**src/rtl/code_lock_pkg.sv**
```systemverilog
// Shared types, glyphs and helpers for the code lock.
package code_lock_pkg;

  typedef enum logic [2:0] {
    ST_ENTRY,
    ST_SET,
    ST_OPEN,
    ST_FAIL,
    ST_LOCKOUT
  } state_e;

  // Active-low segment patterns, bit order {dp,g,f,e,d,c,b,a}
  localparam logic [7:0] GLYPH_O     = 8'hC0;
  localparam logic [7:0] GLYPH_E     = 8'h86;
  localparam logic [7:0] GLYPH_DASH  = 8'hBF;
  localparam logic [7:0] GLYPH_BLANK = 8'hFF;

  function automatic logic [7:0] bcd_to_seg(input logic [3:0] d);
    case (d)
      4'd0:    return 8'hC0;
      4'd1:    return 8'hF9;
      4'd2:    return 8'hA4;
      4'd3:    return 8'hB0;
      4'd4:    return 8'h99;
      4'd5:    return 8'h92;
      4'd6:    return 8'h82;
      4'd7:    return 8'hF8;
      4'd8:    return 8'h80;
      4'd9:    return 8'h90;
      default: return GLYPH_BLANK;
    endcase
  endfunction

  // Decimal digit increment, 9 wraps to 0
  function automatic logic [3:0] digit_inc(input logic [3:0] d);
    return (d >= 4'd9) ? 4'd0 : d + 4'd1;
  endfunction

endpackage

```
**src/rtl/code_lock_key_debounce.sv**
```systemverilog
// Button synchroniser + debouncer producing one pulse per accepted press.
// The accepted level resets to "pressed" so a button held through reset
// release must first be seen released before a new press can pulse.
module key_debounce #(
  parameter int DEB_CYC = 1_000_000
) (
  input  logic clk,
  input  logic rst_n,
  input  logic raw,
  output logic pulse
);
  localparam int DW = (DEB_CYC > 1) ? $clog2(DEB_CYC) : 1;

  logic          sync1_q, sync2_q;
  logic          stable_q, stable_d;
  logic [DW-1:0] cnt_q, cnt_d;
  logic          pulse_q, pulse_d;

  // Synchroniser and debounce state registers
  always_ff @(posedge clk or negedge rst_n) begin
    if (!rst_n) begin
      sync1_q  <= 1'b1;
      sync2_q  <= 1'b1;
      stable_q <= 1'b1;
      cnt_q    <= '0;
      pulse_q  <= 1'b0;
    end else begin
      sync1_q  <= raw;
      sync2_q  <= sync1_q;
      stable_q <= stable_d;
      cnt_q    <= cnt_d;
      pulse_q  <= pulse_d;
    end
  end

  // Accept a new level after DEB_CYC consecutive differing samples
  always_comb begin
    stable_d = stable_q;
    cnt_d    = '0;
    pulse_d  = 1'b0;
    if (sync2_q != stable_q) begin
      if (cnt_q == DW'(DEB_CYC - 1)) begin
        stable_d = sync2_q;
        pulse_d  = sync2_q;
      end else begin
        cnt_d = cnt_q + DW'(1);
      end
    end
  end

  assign pulse = pulse_q;

endmodule

```
**src/rtl/code_lock.sv**
```systemverilog
// Digit-entry code lock with set mode, retry lockout and multiplexed display.
module code_lock
  import code_lock_pkg::*;
#(
  parameter int DIGITS      = 4,
  parameter int MAX_TRIES   = 3,
  parameter int LOCKOUT_CYC = 500_000_000,
  parameter int DEB_CYC     = 1_000_000,
  parameter int SCAN_CYC    = 20_000
) (
  input  logic              clk,
  input  logic              rst_n,
  input  logic              btn_inc,
  input  logic              btn_next,
  input  logic              btn_enter,
  input  logic              sw_set,
  output logic [DIGITS-1:0] an,
  output logic [7:0]        seg,
  output logic              unlocked,
  output logic              alarm
);
  localparam int CW = $clog2(DIGITS);
  localparam int FW = $clog2(MAX_TRIES + 1);
  localparam int LW = (LOCKOUT_CYC > 1) ? $clog2(LOCKOUT_CYC) : 1;
  localparam int SW = (SCAN_CYC > 1) ? $clog2(SCAN_CYC) : 1;

  logic inc_p, next_p, enter_p;
  logic sw_meta_q, sw_q;

  state_e                 state_q, state_d;
  logic [DIGITS-1:0][3:0] entry_q, entry_d, code_q, code_d, edit_buf;
  logic [CW-1:0]          cursor_q, cursor_d, edit_cur;
  logic [FW-1:0]          fail_q, fail_d, fail_inc;
  logic [LW-1:0]          lock_q, lock_d;
  logic [SW-1:0]          scan_q, scan_d;
  logic [CW-1:0]          slot_q, slot_d;
  logic [DIGITS-1:0]      an_q, an_d;
  logic [7:0]             seg_q, seg_d;

  key_debounce #(.DEB_CYC(DEB_CYC)) u_deb_inc   (.clk(clk), .rst_n(rst_n), .raw(btn_inc),   .pulse(inc_p));
  key_debounce #(.DEB_CYC(DEB_CYC)) u_deb_next  (.clk(clk), .rst_n(rst_n), .raw(btn_next),  .pulse(next_p));
  key_debounce #(.DEB_CYC(DEB_CYC)) u_deb_enter (.clk(clk), .rst_n(rst_n), .raw(btn_enter), .pulse(enter_p));

  // Two-flop synchroniser for the set-mode switch
  always_ff @(posedge clk or negedge rst_n) begin
    if (!rst_n) begin
      sw_meta_q <= 1'b0;
      sw_q      <= 1'b0;
    end else begin
      sw_meta_q <= sw_set;
      sw_q      <= sw_meta_q;
    end
  end

  // FSM state and datapath registers
  always_ff @(posedge clk or negedge rst_n) begin
    if (!rst_n) begin
      state_q  <= ST_ENTRY;
      entry_q  <= '0;
      code_q   <= '0;
      cursor_q <= '0;
      fail_q   <= '0;
      lock_q   <= '0;
    end else begin
      state_q  <= state_d;
      entry_q  <= entry_d;
      code_q   <= code_d;
      cursor_q <= cursor_d;
      fail_q   <= fail_d;
      lock_q   <= lock_d;
    end
  end

  // Shared editor: inc applies to the cursor digit before next moves it
  always_comb begin
    edit_buf = (state_q == ST_SET) ? code_q : entry_q;
    edit_cur = cursor_q;
    if (inc_p)
      edit_buf[cursor_q] = digit_inc(edit_buf[cursor_q]);
    if (next_p)
      edit_cur = (cursor_q == CW'(DIGITS - 1)) ? '0 : cursor_q + CW'(1);
  end

  // Next-state logic; enter always wins over inc/next
  always_comb begin
    state_d  = state_q;
    entry_d  = entry_q;
    code_d   = code_q;
    cursor_d = cursor_q;
    fail_d   = fail_q;
    lock_d   = lock_q;
    fail_inc = fail_q + FW'(1);
    case (state_q)
      ST_ENTRY: begin
        if (enter_p) begin
          if (entry_q == code_q) begin
            state_d = ST_OPEN;
            fail_d  = '0;
          end else begin
            fail_d = fail_inc;
            if (fail_inc == FW'(MAX_TRIES)) begin
              state_d = ST_LOCKOUT;
              lock_d  = LW'(LOCKOUT_CYC - 1);
            end else begin
              state_d = ST_FAIL;
            end
          end
        end else begin
          entry_d  = edit_buf;
          cursor_d = edit_cur;
        end
      end
      ST_SET: begin
        if (!sw_q) begin
          state_d = ST_OPEN;
        end else if (!enter_p) begin
          code_d   = edit_buf;
          cursor_d = edit_cur;
        end
      end
      ST_OPEN: begin
        if (enter_p) begin
          state_d  = ST_ENTRY;
          entry_d  = '0;
          cursor_d = '0;
        end else if (sw_q) begin
          state_d  = ST_SET;
          cursor_d = '0;
        end
      end
      ST_FAIL: begin
        if (enter_p) begin
          state_d  = ST_ENTRY;
          entry_d  = '0;
          cursor_d = '0;
        end
      end
      ST_LOCKOUT: begin
        if (lock_q == '0) begin
          state_d  = ST_ENTRY;
          fail_d   = '0;
          entry_d  = '0;
          cursor_d = '0;
        end else begin
          lock_d = lock_q - LW'(1);
        end
      end
      default: state_d = ST_ENTRY;
    endcase
  end

  // Display scan: SCAN_CYC cycles per slot, slots wrap at DIGITS
  always_comb begin
    scan_d = scan_q + SW'(1);
    slot_d = slot_q;
    if (scan_q == SW'(SCAN_CYC - 1)) begin
      scan_d = '0;
      slot_d = (slot_q == CW'(DIGITS - 1)) ? '0 : slot_q + CW'(1);
    end
  end

  // Outputs: status flags and the pattern for the current slot
  always_comb begin
    unlocked = (state_q == ST_OPEN) || (state_q == ST_SET);
    alarm    = (state_q == ST_LOCKOUT);
    an_d     = '1;
    an_d[slot_q] = 1'b0;
    case (state_q)
      ST_ENTRY:   seg_d = bcd_to_seg(entry_q[slot_q]);
      ST_SET:     seg_d = bcd_to_seg(code_q[slot_q]);
      ST_OPEN:    seg_d = GLYPH_O;
      ST_FAIL:    seg_d = GLYPH_E;
      ST_LOCKOUT: seg_d = GLYPH_DASH;
      default:    seg_d = GLYPH_BLANK;
    endcase
    if (((state_q == ST_ENTRY) || (state_q == ST_SET)) && (slot_q == cursor_q))
      seg_d[7] = 1'b0;
  end

  // Display registers; an and seg move together so they stay aligned
  always_ff @(posedge clk or negedge rst_n) begin
    if (!rst_n) begin
      scan_q <= '0;
      slot_q <= '0;
      an_q   <= ~DIGITS'(1);
      seg_q  <= GLYPH_BLANK;
    end else begin
      scan_q <= scan_d;
      slot_q <= slot_d;
      an_q   <= an_d;
      seg_q  <= seg_d;
    end
  end

  assign an  = an_q;
  assign seg = seg_q;

endmodule

```
**config.mk**
```make
export PLATFORM = sky130hd
export DESIGN_NAME = code_lock
export DESIGN_NICKNAME = d
export VERILOG_FILES = /design/src/rtl/code_lock_pkg.sv /design/src/rtl/code_lock_key_debounce.sv /design/src/rtl/code_lock.sv
export SDC_FILE = /design/constraint.sdc
export NUM_CORES = 1
export LEC_CHECK = 0
export ABC_AREA = 0
export ABC_CLOCK_PERIOD_IN_PS = 9800
export CAP_MARGIN = 20
export CORE_MARGIN = 2
export CORE_UTILIZATION = 45
export CTS_CLUSTER_SIZE = 28
export DETAILED_ROUTE_END_ITERATION = 12
export GPL_TIMING_DRIVEN = 0
export PLACE_DENSITY_LB_ADDON = 0.12
export SYNTH_ARGS = -nofsm -noshare
export SYNTH_HDL_FRONTEND = slang
export SYNTH_SLANG_ARGS = --single-unit
```
**constraint.sdc**
```tcl
create_clock -name clk -period 9.8 [get_ports clk]
set_input_delay 1.47 -clock clk [delete_from_list [all_inputs] [get_ports clk]]
set_output_delay 1.47 -clock clk [all_outputs]
set_load 0.02 [all_outputs]
```
==> metrics.md <==
| Metric | Value |
|---|---|
| Outcome | `finished clean` |
| Via density | `5.42` |
| Hold Crit Class | `reg -> reg` |
| DRC Markers | `0` |
| Max_slew headroom | `between 40% and 50%` |
| Layout area overhead | `12.7%` |
| Most common cell after layout, fill and taps aside | `dfrtp_1` |
| Antenna violations before repair | `0` |
| Layout cells sized above 1 | `between 10% and 20%` |
| Clk buf depth | `2` |
| YS warnings | `0` |
| Post-synthesis sequential area ratio | `approximately 47%` |
| CP startpoint | `state_q[0]$_DFFE_PN0P_` |
| Maximum net fanout on the critical path | `10` |
| Flop2flop setup slack | `approximately 5600 ps` |
| Mean routed wirelength per cell | `around 16 um` |
| Die Width | `between 100 and 150 um` |
| Post-Syn Area | `around 9200 um^2` |
| DP HPWL | `~14000 um` |
| Tmin final | `about 4200 ps` |
| DIE AREA | `21700 um^2` |
| Most frequent cells in the layout | `dfrtp_1 (151), nor2_1 (116), nand2_1 (88)` |
| Final period util | `a little over two fifths` |
| CTS tree | `yes` |
| Leakage Power | `roughly 4.5 nW` |
| Core area | `roughly 20000 um^2` |
| CP startpoint kind | `register` |
| Clock skew | `~15 ps` |
| Setup crit end kind | `register` |
| Clk slew on worst S/H paths | `roughly 70 ps` |
| Max-cap viol count | `0` |
| Power per cell area | `roughly 140 nW/um^2` |
| Post-Route WL | `19400 um` |
| GRT Util Overall | `19.3%` |
| First-pass GRT wire length | `around 34000 um` |
| Cell variety after synth | `53` |
| # setup viols final | `0` |
| Final #Nets | `about 1000` |
| FF+latch count, synth | `171` |
| Antenna diodes | `0` |
| Unrepaired setup endpoints after global routing | `no` |
| Final hold viol count | `0` |
| Cells after Synth | `around 900` |
| PnR Total Power | `around 1.4 mW` |
| Worst Reg-to-Reg Cells | `11` |
| Clock sinks | `between 150 and 200` |
| FMAX | `approximately 0.24 GHz` |
| Vias in the first global route | `roughly 6700` |
| EDFF count, synth | `0` |
| Setup TNS | `0 ps` |
| I/O pin count | `20` |
| CTS resizes | `0` |
| Grt ovf | `0` |
| PortBufs | `19` |
| Router iterations before antenna repair | `4` |
| Final Util | `about half` |
| Syn Nets | `between 900 and 1000` |
| Largest net degree at the start of global routing | `100` |
| Antenna Nets Post-Route | `0` |
| Primary FF master, synth | `dfrtp_1` |
| Vias | `6768` |
| Worst setup path endpoint | `entry_q[6]$_DFFE_PN0P_` |
| Avg Cell Area, Syn | `~10 um^2` |
| GPL Wtd Cong | `about 0.9` |
| Starting DRT DRC Count | `slightly below 400` |
| Post-CTS Setup Bufs | `0` |
| Insertion delay to the later sink of the worst-skew pair | `between 400 and 500 ps` |
| CP Class | `reg -> reg` |
| CTS Hold Bufs | `0` |
| H-tree levels | `4` |
| Maximum vdd drop | `between 0.1 and 0.15 mV` |
| Initial Utilization | `approximately 46%` |
| DIE HEIGHT | `approximately 150 um` |
| Worst r2r src | `state_q[0]$_DFFE_PN0P_` |
| Crit path arrival time | `4520 ps` |
| Fillers | `roughly 1900` |
| Final Max Slew Viols | `0` |
| # rows | `52` |
| Async set-reset flop share out of synthesis | `100%` |
| Fin Hold WS | `355 ps` |
| Required time of the critical path | `10140 ps` |
| CTS Buf Count | `17` |
| End of the worst register-to-register path | `entry_q[6]$_DFFE_PN0P_` |
| Slew of the pin with the lowest slew margin | `~770 ps` |
| CTS root buf | `clkbuf_16` |
| Hold path depth | `0` |
[per-layer routing]
layer | wire length (um) | GRT usage, %
met5 | 0 | 0
met3 | 574 | 3.26
met1 | 9660 | 27.5
met4 | 232 | 6.20
met2 | 8960 | 30.3
[report_power, final]
part | internal, mW | total (mW) | switching (mW)
Combinational | 0.00733 | 0.0283 | 0.0210
Clock | 0.365 | 0.684 | 0.319
Sequential | 0.711 | 0.715 | 0.00378
[kinds of logic (layout without fill, tap and decap cells)]
kind of cell | Yosys count | count (layout) | share of synthesized area [%]
simple gates | 399 | 399 | 21.3
flops | 171 | 171 | 46.7
mux | 51 | 51 | 7.81
fa+ha+maj | 30 | 30 | 4.07
buf+inv | 63 | 116 | 2.65
compound gates | 114 | 114 | 8.32
xor+xnor | 97 | 97 | 9.21
[synthesized netlist by cell type, types with 16 or more instances]
cell type | count | share of area, %
a21oi_1 | 25 | 1.4
clkbuf_1 | 23 | 0.94
dfrtp_1 | 151 | 41
dfstp_2 | 20 | 5.7
ha_1 | 30 | 4.1
inv_1 | 34 | 1.4
mux2_2 | 18 | 2.2
mux2i_1 | 18 | 2.0
nand2_1 | 88 | 3.6
nand3_1 | 65 | 3.5
nor2_1 | 116 | 4.7
nor3_1 | 18 | 0.98
o21ai_0 | 29 | 1.6
o221ai_1 | 16 | 1.5
xnor2_1 | 50 | 4.7
xor2_1 | 47 | 4.5
[registers in the layout (all words and copies together) (netlist names), 2 cells and up]
signal             count
an                     4
entry_q               16
u_deb_inc.cnt_q       20
u_deb_next.cnt_q      20
state_q                3
cursor_q               2
lock_q                29
scan_q                15
code_q                16
slot_q                 2
fail_q                 2
u_deb_enter.cnt_q     20
seg                    8
[worst max-delay path: stages (launching register included)]
cell      delay, ps
dfrtp_1         330
clkbuf_1        280
nor3b_1         640
buf_2           380
mux4_2          330
mux2i_1         400
inv_1           130
ha_1            220
o311a_1         340
a31oi_1         390
o21ai_0         370
o221ai_1        270
[area by class of cell]
cell class	count	area (um^2)	share of cell area (%)
clock buffer	17	425	4.09
sequential	171	4300	41.4
inverter	34	128	1.23
buffer	29	116	1.12
tap	270	338	3.25
multi-input combinational	691	4670	45.0
timing repair buffer	21	228	2.19
clock inverter	15	176	1.70
[how the worst min path moves through the flow]
stage / start / endpoint / slack [ps]
floorplan: sw_meta_q$_DFF_PN0_ / sw_q$_DFF_PN0_ / 330
global placement: u_deb_inc.sync1_q$_DFF_PN1_ / u_deb_inc.sync2_q$_DFF_PN1_ / 350
detailed placement: sw_meta_q$_DFF_PN0_ / sw_q$_DFF_PN0_ / 350
CTS: u_deb_inc.sync1_q$_DFF_PN1_ / u_deb_inc.sync2_q$_DFF_PN1_ / 360
global route: u_deb_inc.sync1_q$_DFF_PN1_ / u_deb_inc.sync2_q$_DFF_PN1_ / 360
finish: u_deb_inc.sync1_q$_DFF_PN1_ / u_deb_inc.sync2_q$_DFF_PN1_ / 360
[through the flow]
step / std cells / setup WS [ps] / instance area, um^2
after global placement: 1214 / -87.7 / 9750
after floorplan: 925 / 6610 / 9220
after detailed placement: 1216 / 5660 / 9790
after CTS: 1248 / 5650 / 10400
after global routing: 1248 / 5320 / 10400
final: 1248 / 5620 / 10400
Note: power is estimated with default switching activity, not from simulation.
